==> src/rtl/svm_pkg.sv <==
// Shared constants and types for the cardio SVM feature path.
package svm_pkg;

  localparam int N_FEAT  = 21;
  localparam int FEAT_W  = 4;
  localparam int FRAME_W = N_FEAT * FEAT_W;
  localparam int IDX_W   = $clog2(N_FEAT);
  localparam int CNT_W   = 16;

  // Loader states: FILL collects beats, PEND parks a complete frame in staging.
  typedef enum logic {
    FILL = 1'b0,
    PEND = 1'b1
  } state_t;

endpackage

==> src/rtl/svm_frame_reg.sv <==
// Held output register for the assembled frame with valid/ready hold logic.
// A load always wins over a consume so back-to-back frames leave no bubble.
module svm_frame_reg
  import svm_pkg::*;
(
  input  logic               clk,
  input  logic               rst_n,
  input  logic               load,
  input  logic [FRAME_W-1:0] load_data,
  input  logic               m_ready,
  output logic               m_valid,
  output logic [FRAME_W-1:0] m_data
);

  // Output slot: load new frame, drop valid on consume, otherwise hold.
  always_ff @(posedge clk or negedge rst_n) begin
    if (!rst_n) begin
      m_valid <= 1'b0;
      m_data  <= '0;
    end else if (load) begin
      m_valid <= 1'b1;
      m_data  <= load_data;
    end else if (m_valid && m_ready) begin
      m_valid <= 1'b0;
    end else begin
      m_valid <= m_valid;
    end
  end

endmodule

==> src/rtl/svm_feature_loader.sv <==
// Feature loader: assembles 21 x 4-bit features into one 84-bit frame,
// flags framing errors and hands complete frames to the output register.
module svm_feature_loader
  import svm_pkg::*;
(
  input  logic               clk,
  input  logic               rst_n,
  input  logic               s_valid,
  output logic               s_ready,
  input  logic [FEAT_W-1:0]  s_data,
  input  logic               s_last,
  output logic               m_valid,
  input  logic               m_ready,
  output logic [FRAME_W-1:0] m_data,
  output logic               err_len,
  output logic [CNT_W-1:0]   frame_cnt
);

  state_t             state_r, state_s;
  logic [IDX_W-1:0]   idx_r, idx_s;
  logic [FRAME_W-1:0] staging_r, staging_s;
  logic [FRAME_W-1:0] frame_s, load_data_s;
  logic               ready_r, err_r, err_s;
  logic [CNT_W-1:0]   cnt_r;
  logic               beat_s, last_idx_s, slot_free_s, load_s;

  // Next-state, staging write, error detection and output-load decision.
  always_comb begin
    beat_s      = s_valid & ready_r;
    last_idx_s  = (idx_r == IDX_W'(N_FEAT - 1));
    slot_free_s = ~m_valid | m_ready;
    frame_s     = staging_r;
    frame_s[FEAT_W*(N_FEAT-1) +: FEAT_W] = s_data;
    state_s     = state_r;
    idx_s       = idx_r;
    staging_s   = staging_r;
    load_s      = 1'b0;
    load_data_s = frame_s;
    err_s       = 1'b0;
    case (state_r)
      FILL: begin
        if (beat_s) begin
          staging_s[FEAT_W*idx_r +: FEAT_W] = s_data;
          if (last_idx_s) begin
            // Frame complete; a missing s_last is flagged but the frame is kept.
            idx_s = '0;
            err_s = ~s_last;
            if (slot_free_s) begin
              load_s      = 1'b1;
              load_data_s = frame_s;
            end else begin
              state_s = PEND;
            end
          end else if (s_last) begin
            // Early end: drop the partial frame and resync.
            idx_s = '0;
            err_s = 1'b1;
          end else begin
            idx_s = idx_r + IDX_W'(1);
          end
        end else begin
          idx_s = idx_r;
        end
      end
      PEND: begin
        if (m_ready) begin
          load_s      = 1'b1;
          load_data_s = staging_r;
          state_s     = FILL;
        end else begin
          state_s = PEND;
        end
      end
      default: begin
        state_s = FILL;
        idx_s   = '0;
      end
    endcase
  end

  // State, index, staging, ready, error pulse and emitted-frame counter.
  always_ff @(posedge clk or negedge rst_n) begin
    if (!rst_n) begin
      state_r   <= FILL;
      idx_r     <= '0;
      staging_r <= '0;
      ready_r   <= 1'b0;
      err_r     <= 1'b0;
      cnt_r     <= '0;
    end else begin
      state_r   <= state_s;
      idx_r     <= idx_s;
      staging_r <= staging_s;
      ready_r   <= (state_s == FILL);
      err_r     <= err_s;
      if (load_s) begin
        cnt_r <= cnt_r + CNT_W'(1);
      end else begin
        cnt_r <= cnt_r;
      end
    end
  end

  svm_frame_reg u_frame_reg (
    .clk       (clk),
    .rst_n     (rst_n),
    .load      (load_s),
    .load_data (load_data_s),
    .m_ready   (m_ready),
    .m_valid   (m_valid),
    .m_data    (m_data)
  );

  assign s_ready   = ready_r;
  assign err_len   = err_r;
  assign frame_cnt = cnt_r;

endmodule

==> config.mk <==
export PLATFORM = sky130hd
export DESIGN_NAME = svm_feature_loader
export DESIGN_NICKNAME = d
export VERILOG_FILES = /design/src/rtl/svm_pkg.sv /design/src/rtl/svm_frame_reg.sv /design/src/rtl/svm_feature_loader.sv
export SDC_FILE = /design/constraint.sdc
export NUM_CORES = 1
export LEC_CHECK = 0
export CAP_MARGIN = 20
export CORE_ASPECT_RATIO = 2
export CORE_MARGIN = 2
export CORE_UTILIZATION = 45
export DETAILED_ROUTE_END_ITERATION = 8
export GPL_ROUTABILITY_DRIVEN = 0
export GPL_TIMING_DRIVEN = 0
export PLACE_DENSITY = 0.75
export SLEW_MARGIN = 20
export SYNTH_ARGS = -nofsm -noshare
export SYNTH_HDL_FRONTEND = slang
export SYNTH_SLANG_ARGS = --single-unit
==> constraint.sdc <==
create_clock -name clk -period 3.8 [get_ports clk]
set_input_delay 0.57 -clock clk [delete_from_list [all_inputs] [get_ports clk]]
set_output_delay 0.57 -clock clk [all_outputs]
set_load 0.03 [all_outputs]
Word level (Yosys, flattened, before mapping)
Cells that the tools add are included.
{"block": "classes", "addsub": 3, "eq_ne": 1, "n_shift": 2, "muxes": 21, "bitwise_logic": 6, "n_reduce_logical": 3}
{"operator": "case mux 84 bit (2 select lines)", "count": 1}
{"operator": "bitwise mux 84 bit", "count": 1}
{"operator": "two-way mux 84 bit", "count": 1}
{"operator": "variable shift 4 x 34 -> 84 bit (first input constant)", "count": 1}
{"operator": "indexed part select 4 x 34 -> 84 bit", "count": 1}
{"operator": "negation 7 -> 34 bit", "count": 1}
{"operator": "adder 16 x 1 -> 16 bit (second input constant)", "count": 1}
{"operator": "two-way mux 1 bit", "count": 14}
{"operator": "two-way mux 5 bit", "count": 2}
{"operator": "adder 5 x 1 -> 5 bit (second input constant)", "count": 1}
{"operator": "== test 5 bit (second input constant)", "count": 1}
{"operator": "NOT 1 bit", "count": 4}
{"operator": "case mux 1 bit (2 select lines)", "count": 2}
{"operator": "AND reduction 2 bit", "count": 1}
{"operator": "nonzero test 2 bit", "count": 1}
{"operator": "AND 1 bit", "count": 1}
{"operator": "logical AND 1 bit", "count": 1}
{"operator": "OR 1 bit", "count": 1}
{"block": "totals", "reg_bits": 193, "in_bits": 9, "output_inout_bits": 103}

Logic depth before layout (Yosys ltp)
Gate-level depths: netlist of run 1.
{"block": "logic_depth", "word_depth": 7, "ltp_mapped": 12}

Cells and area by module
From an unflattened synthesis of run 1, not the netlist that was laid out.
{"block": "hier_totals", "hier_cells": 637, "hier_area_um2": 8079.0}
{"module": "svm_feature_loader", "instances": 1, "cells_each": 457, "area_each_um2": 4916.0, "seq_area_each_um2": 2702.6}
{"module": "svm_frame_reg", "instances": 1, "cells_each": 180, "area_each_um2": 3163.0, "seq_area_each_um2": 2127.0}

Worst setup path before layout of run 1
OpenSTA, ideal clock, no wires.
{"block": "synth_path", "path_kind": "reg2reg", "startpoint": "register idx_r[0]", "endpoint": "register staging_r[56]", "setup_ps": 125, "t_arrival_ps": 2889, "required_time_ps": 3675, "setup_slack_ps": 786, "path_stages_with_launch": 12, "cell_sequence": "dfrtp_1 clkbuf_1 inv_1 ha_1 and2b_1 and2b_2 ha_1 buf_2 nand4b_1 nor3_1 nand3_1 mux2_2"}
{"block": "synth_via", "elab_chain_len": 3, "word_cells_on_any_way": 4}
{"element": "start: declaration", "line": "svm_feature_loader.sv:20", "source": "logic [IDX_W-1:0] idx_r, idx_s;"}
{"element": "start signal: assignment", "line": "svm_feature_loader.sv:92", "source": "idx_r <= idx_s;"}
{"element": "negation 7 -> 34 bit *", "line": "svm_feature_loader.sv:43", "source": "staging_s[FEAT_W*idx_r +: FEAT_W] = s_data;"}
{"element": "indexed part select 4 x 34 -> 84 bit or variable shift 4 x 34 -> 84 bit (tied branches)", "line": "svm_feature_loader.sv:43"}
{"element": "bitwise mux 84 bit *", "line": "svm_feature_loader.sv:43"}
{"element": "end signal: assignment", "line": "svm_feature_loader.sv:93", "source": "staging_r <= staging_s;"}
{"element": "end: declaration", "line": "svm_feature_loader.sv:21", "source": "logic [FRAME_W-1:0] staging_r, staging_s;"}
Mark *: on every way between the ends. The rest lies on a longest branch, timed or not.
A chain may end at the register's enable or synchronous reset.

Worst setup path in the final report of run 1
{"block": "layout_path", "startpoint": "register idx_r[0]", "endpoint": "register staging_r[27]"}
The elaborated chain is that of the path after synthesis.

==> metrics.yaml, run 1 <==
timing:
  timing.final.ws_setup_ps: 260
  tns_ps: 0
  rsz0062_at_grt: "no"
  skew_ps: 8.47
  finalMaxSlewViolations: 0
  fmaxAchievable_ghz: 0.282
  min_period_ps: 3540
  worst_slew_pin_slew_ps: 756
  finalSetupViolCount: 0
  final_hold_viol_count: 0
  slew_headroom_pct: 49.6
  fin_crit_sh_pct: 93.2
synth:
  synth_ff_type: "dfrtp_1"
  synth-edff-count: 0
  ys_seq_elements: 193
  synth_nets: 791
  synth.avg_cell_area_um2: 10.2
  syn_area_mm2: 0.00797
  synth_async_sr_flop_share_pct: 100
  yosysWarnings: 0
  synth_cell_types: 48
  seq_area_frac_synth_pct: 60.6
  synth_cells: 778
critical_path:
  ff2ff_setup_slack_ps: 260
  crit_top_cell: "ha_1"
  required_ps: 4150
  slowest_delay_ps: 500
  critPathTopFamily: "simple AND/OR/NAND/NOR gates"
  path_buf_inv: 4
  path_max_fanout: 10
  worst_r2r_endpoint: "staging_r[27]"
  cp.arrival_ps: 3900
  crit_chain: "clkbuf_2 > inv_1 > ha_1 > and2b_1 > and2b_2 > ha_1 > buf_2 > nand4b_1 > nor3_4 > and3_1 > clkbuf_1 > mux2i_1"
  cp-start-kind: "flip-flop"
  reg2reg_from: "idx_r[0]"
  worstSetupPathType: "flip-flop to flip-flop"
  critPathCaptureType: "flip-flop"
  critPathSlowestCell: "dfrtp_1"
  reg2regPathDepth: 12
floorplanning:
  io_pins: 112
  initial_utilization_pct: 46.1
  die_w_um: 98.1
  rows: 68
  fp.dieH_um: 192
  dieArea_mm2: 0.0188
  coreArea_mm2: 0.0173
routing:
  wirelength_mm: 20.0
  num_vias: 5985
  drtIter0Drc: 482
  drc_errors: 0
  routedWlPerCell_um: 17.6
  viasPerCell: 5.27
  first_pass_iters: 4
  detail-route-antenna-nets: 0
place:
  place_hpwl_mm: 14.6
  place_ws_ps: 111
  port_buffers: 110
power:
  p_sw_share_pct: 24.3
  p_seq_share_pct: 49.8
  p_leak_uw: 0.00494
  p_sw_uw: 1050
  clkPwrFrac_pct: 41.9
  power.internal_uw: 3280
  power.density_mw_per_mm2: 432
  p_comb_share_pct: 8.3
  max-vdd-ir-drop_mv: 0.312
final_layout:
  fin_nets: 926
  drive_gt1_share_pct: 10.2
  areaGrowthSynthToFinish_pct: 25.8
  nFillCells: 1458
min_path:
  hold_path_depth: 2
  min_from: "staging_r[50]"
  hold_end: "u_frame_reg.m_data[50]"
  hp-class: "flip-flop to flip-flop"
clocking:
  cts.root.buffer_cell: "clkbuf_16"
  htreeDepth: 4
  cts_max_path_buffers: 2
  numCtsBuffers: 17
  insertion_delay_ps: 440
  path_clk_slew_ps: 70
  cts_tree: "done"
  cts_sinks: 193
global_routing:
  track_usage_pct: 22.1
  grt_max_degree: 97
  grt_first_pass_wirelength_mm: 32.1
  antenna_found_initial: 1
  grt_overflow: 0
  grt_pass1_vias: 6176
status:
  status: "complete, no violations"
run:
  max_cap_violations: 0
==> cell type report <==
| class | count | area, um^2 | area share, % |
|---|---|---|---|
| timing repair buffer | 116 | 1190 | 11.9 |
| antenna | 1 | 2.50 | 0.0250 |
| inverter | 15 | 56.3 | 0.562 |
| sequential | 193 | 4830 | 48.2 |
| multi-input combinational | 537 | 2940 | 29.4 |
| clock buffer | 18 | 429 | 4.28 |
| clock inverter | 12 | 158 | 1.57 |
| tap | 210 | 263 | 2.62 |
| buffer | 33 | 144 | 1.44 |
==> metrics by stage <==
step	std cells	util [%]	total power, uW	hold slack, ps	cell area (um^2)
floorplan	778	-	2400	274	7970
global placement	1098	54.0	2520	447	9330
detailed placement	1100	54.4	2540	383	9390
CTS	1131	57.8	4350	465	9990
global route	1135	58.0	4470	482	10000
finish	1135	58.0	4330	459	10000
==> state kept, by name, indices dropped and copies added, names as in the netlist <==
| signal | cells |
|---|---|
| staging_r | 84 |
| s_ready | 1 |
| u_frame_reg.m_data | 84 |
| err_len | 1 |
| frame_cnt | 16 |
| idx_r | 5 |
| u_frame_reg.m_valid | 1 |
| state_r | 1 |
==> logic make-up after synthesis <==
kind of cell	Yosys count	share of synthesized area [%]
flip-flops	193	60.6
AO/OA/AOI/OAI	58	4.33
multiplexers	61	8.43
adder cells (fa/ha/maj)	4	0.628
XOR/XNOR	17	1.87
buffers and inverters	48	2.50
AND/OR/NAND/NOR	397	21.6
==> power by group through the flow <==
stage / combinational, uW / clock, uW / sequential, uW
global route: 397 / 1910 / 2160
floorplan: 216 / 0 / 2180
detailed placement: 345 / 0 / 2190
global placement: 328 / 0 / 2190
CTS: 350 / 1840 / 2150
finish: 359 / 1820 / 2160
==> placed cells by master (no fill, tap or decap), types with 9 or more instances in the layout <==
cell | netlist | layout
nand2_1 | 299 | 299
dfrtp_1 | 193 | 193
clkdlybuf4s50_1 | 0 | 109
o21ai_0 | 39 | 39
mux2_2 | 37 | 37
nor2_1 | 23 | 23
clkbuf_1 | 22 | 22
clkbuf_16 | 0 | 17
inv_1 | 15 | 15
xor2_1 | 14 | 14
nor3_1 | 15 | 14
nand3_1 | 12 | 12
mux2i_1 | 12 | 12
mux2_1 | 12 | 12
o31ai_1 | 9 | 9
==> per-layer routing <==
metal  track usage [%]  share of wire [%]
met5                 0                  0
met4              12.2                4.8
met2              40.5                 55
met1              24.4                 37
met3              3.13                3.2
==> cells in the mapped netlist (2+ instances only) <==
cell type	instances	share of area, %
a21oi_1	3	0.19
and2_0	2	0.16
and2_1	5	0.39
and2b_1	2	0.19
buf_1	6	0.28
buf_2	3	0.19
buf_6	2	0.28
clkbuf_1	22	1.0
dfrtp_1	193	61
ha_1	4	0.63
inv_1	15	0.71
mux2_1	12	1.7
mux2_2	37	5.2
mux2i_1	12	1.5
nand2_1	299	14
nand2b_1	4	0.31
nand3_1	12	0.75
nand3_2	4	0.50
nand3b_1	2	0.19
nand4_1	5	0.39
nand4b_1	2	0.22
nor2_1	23	1.1
nor2b_1	3	0.24
nor3_1	15	0.94
nor4_1	6	0.47
nor4b_1	2	0.22
o21ai_0	39	2.5
o31ai_1	9	0.85
xnor2_1	3	0.33
xor2_1	14	1.5
==> worst register-to-register path, cell delays in order, from the launching register on <==
cell,delay (ps)
dfrtp_1,500
clkbuf_2,290
inv_1,90
ha_1,300
and2b_1,230
and2b_2,200
ha_1,260
buf_2,190
nand4b_1,270
nor3_4,340
and3_1,280
clkbuf_1,280
mux2i_1,230
==> how the worst max path moves through the flow <==
stage	from	endpoint	slack (ps)	cells past startpoint
global route	idx_r[0]	staging_r[80]	10	10
global placement	rst_n	u_frame_reg.m_data[14]	-5680	1
CTS	idx_r[0]	staging_r[58]	40	11
finish	idx_r[0]	staging_r[27]	260	12
floorplan	idx_r[0]	staging_r[56]	790	11
detailed placement	idx_r[0]	staging_r[58]	110	11
==> what timing repair did <==
item / CTS / global route
setup endpoints to repair: 0 / 31
hold buffers: 1 / 0
endpoints found under the hold margin: 11 / 0
buffers inserted: 0 / 3
gates resized for setup: 0 / 3
Power figures use the tool's default switching activity.
==> inputs of run 2 (changes only) <==
- SLEW_MARGIN: 20 -> 10
==> run 2 against run 1 <==
Effect of this change: count of clock-buffer cells in the layout grew 1; non-clock buffer count shrank 5; utilization shrank 0.53 points; worst setup slack lost 82 ps; die area is the same; register-to-register slack lost 80 ps; clock power shrank 5%; sequential share of layout area grew 0.44 points; fmax shrank 2.3%; critical path type unchanged; largest power group unchanged.
==> metrics.yaml, run 2 (synthesized netlist as in run 1, its figures left out) <==
routing:
  drc_errors: 0
  wirelength_mm: 20.1
  detail-route-antenna-nets: 0
  num_vias: 6010
  drtIter0Drc: 393
  first_pass_iters: 5
  routedWlPerCell_um: 17.8
  viasPerCell: 5.31
final_layout:
  utilization_pct: 57.5
  final_common_cell: "nand2_1"
  drive_gt1_share_pct: 9.88
  areaGrowthSynthToFinish_pct: 24.6
  seq_area_mm2: 0.00483
  fin_nets: 921
  diodes: 0
  multi_input_area_mm2: 0.00294
  final_cell_mix: "299 x nand2_1, 193 x dfrtp_1, 109 x clkdlybuf4s50_1"
  nFillCells: 1485
global_routing:
  track_usage_pct: 22.3
  grt_overflow: 0
  grt_first_pass_wirelength_mm: 32.3
  grt_pass1_vias: 6310
  antenna_found_initial: 0
  grt_max_degree: 108
clocking:
  cts.root.buffer_cell: "clkbuf_16"
  numCtsBuffers: 17
  cts_max_path_buffers: 2
  cts_sinks: 193
  htreeDepth: 4
  path_clk_slew_ps: 70
  insertion_delay_ps: 440
  cts_tree: "done"
floorplanning:
  fp.dieH_um: 192
  initial_utilization_pct: 46.1
  dieArea_mm2: 0.0188
  io_pins: 112
  rows: 68
  die_w_um: 98.1
  coreArea_mm2: 0.0173
place:
  port_buffers: 110
  place_hpwl_mm: 14.5
timing:
  finalSetupViolCount: 0
  rsz0062_at_grt: "no"
  fmaxAchievable_ghz: 0.276
  worst_slew_pin_slew_ps: 826
  final_hold_viol_count: 0
  slew_headroom_pct: 44.9
  fin_crit_sh_pct: 95.3
  finalMaxSlewViolations: 0
  skew_ps: 10.9
  holdWs_ps: 176
  min_period_ps: 3620
power:
  max-vdd-ir-drop_mv: 0.268
  power.density_mw_per_mm2: 426
  p_leak_uw: 0.00488
critical_path:
  critPathCaptureType: "flip-flop"
  cp.arrival_ps: 3950
  required_ps: 4120
  cp-start-kind: "flip-flop"
  worstSetupPathType: "flip-flop to flip-flop"
  path_max_fanout: 10
min_path:
  hp-class: "input pin to asynchronous set/reset pin"
status:
  status: "complete, no violations"
run:
  max_cap_violations: 0
## run 2: worst max-delay path, cell delays in order, from the launching register on
cell and delay (ps):
dfrtp_1 500, clkbuf_2 280, inv_1 90, ha_1 300, and2b_1 230, and2b_2 200
ha_1 260, buf_2 200, nand4b_1 240, nor3_1 500, nand3_1 340, mux2_2 360
## run 2: worst paths after layout
| check | from | end | slack (ps) | cells past startpoint |
|---|---|---|---|---|
| setup / recovery | idx_r[0] | staging_r[58] | 180 | 11 |
| hold / removal | rst_n | u_frame_reg.m_data[8] | 180 | 1 |
| setup reg to reg | idx_r[0] | staging_r[58] | 180 | 11 |
| hold reg to reg | staging_r[50] | u_frame_reg.m_data[50] | 460 | 2 |
| max in group asynchronous | rst_n | u_frame_reg.m_data[28] | 2690 | 2 |
| min in group clk | staging_r[50] | u_frame_reg.m_data[50] | 460 | 2 |
## run 2: what timing repair did
item                                    4_1_cts  5_1_grt
endpoints found under the setup margin        0       25
gates resized for setup                       0        3
buffers inserted                              0        0
hold buffers                                  0        0
## run 2: area by class of cell
class	count	area share, %
tap	210	2.65
multi-input combinational	537	29.7
clock inverter	13	1.25
inverter	15	0.567
clock buffer	19	4.36
timing repair buffer	111	11.4
sequential	193	48.7
buffer	33	1.45
## run 2: per-layer routing
layer  track usage (%)  vias to the layer above  share of wire [%]
met2              40.5                      186                 55
met3              3.82                       57                3.9
met1              24.0                     2948                 36
met5                 0                        -                  0
met4              12.8                        0                4.7
li1                  -                     2819                  -
## run 2: per-stage QoR
| step | power (uW) | instance area (um^2) | setup slack, ps | cells | setup TNS, ps |
|---|---|---|---|---|---|
| global route | 4370 | 9930 | 45.0 | 1131 | 0 |
| global placement | 2520 | 9330 | -5680 | 1098 | -1092930 |
| floorplan | 2400 | 7970 | 786 | 778 | 0 |
| detailed placement | 2540 | 9360 | 140 | 1099 | 0 |
| CTS | 4250 | 9920 | 124 | 1131 | 0 |
| finish | 4230 | 9930 | 177 | 1131 | 0 |
## run 2: power by group
group,internal [uW],switching [uW]
clock,916,809
combinational,115,232
sequential,2120,37.8
total,3150,1080
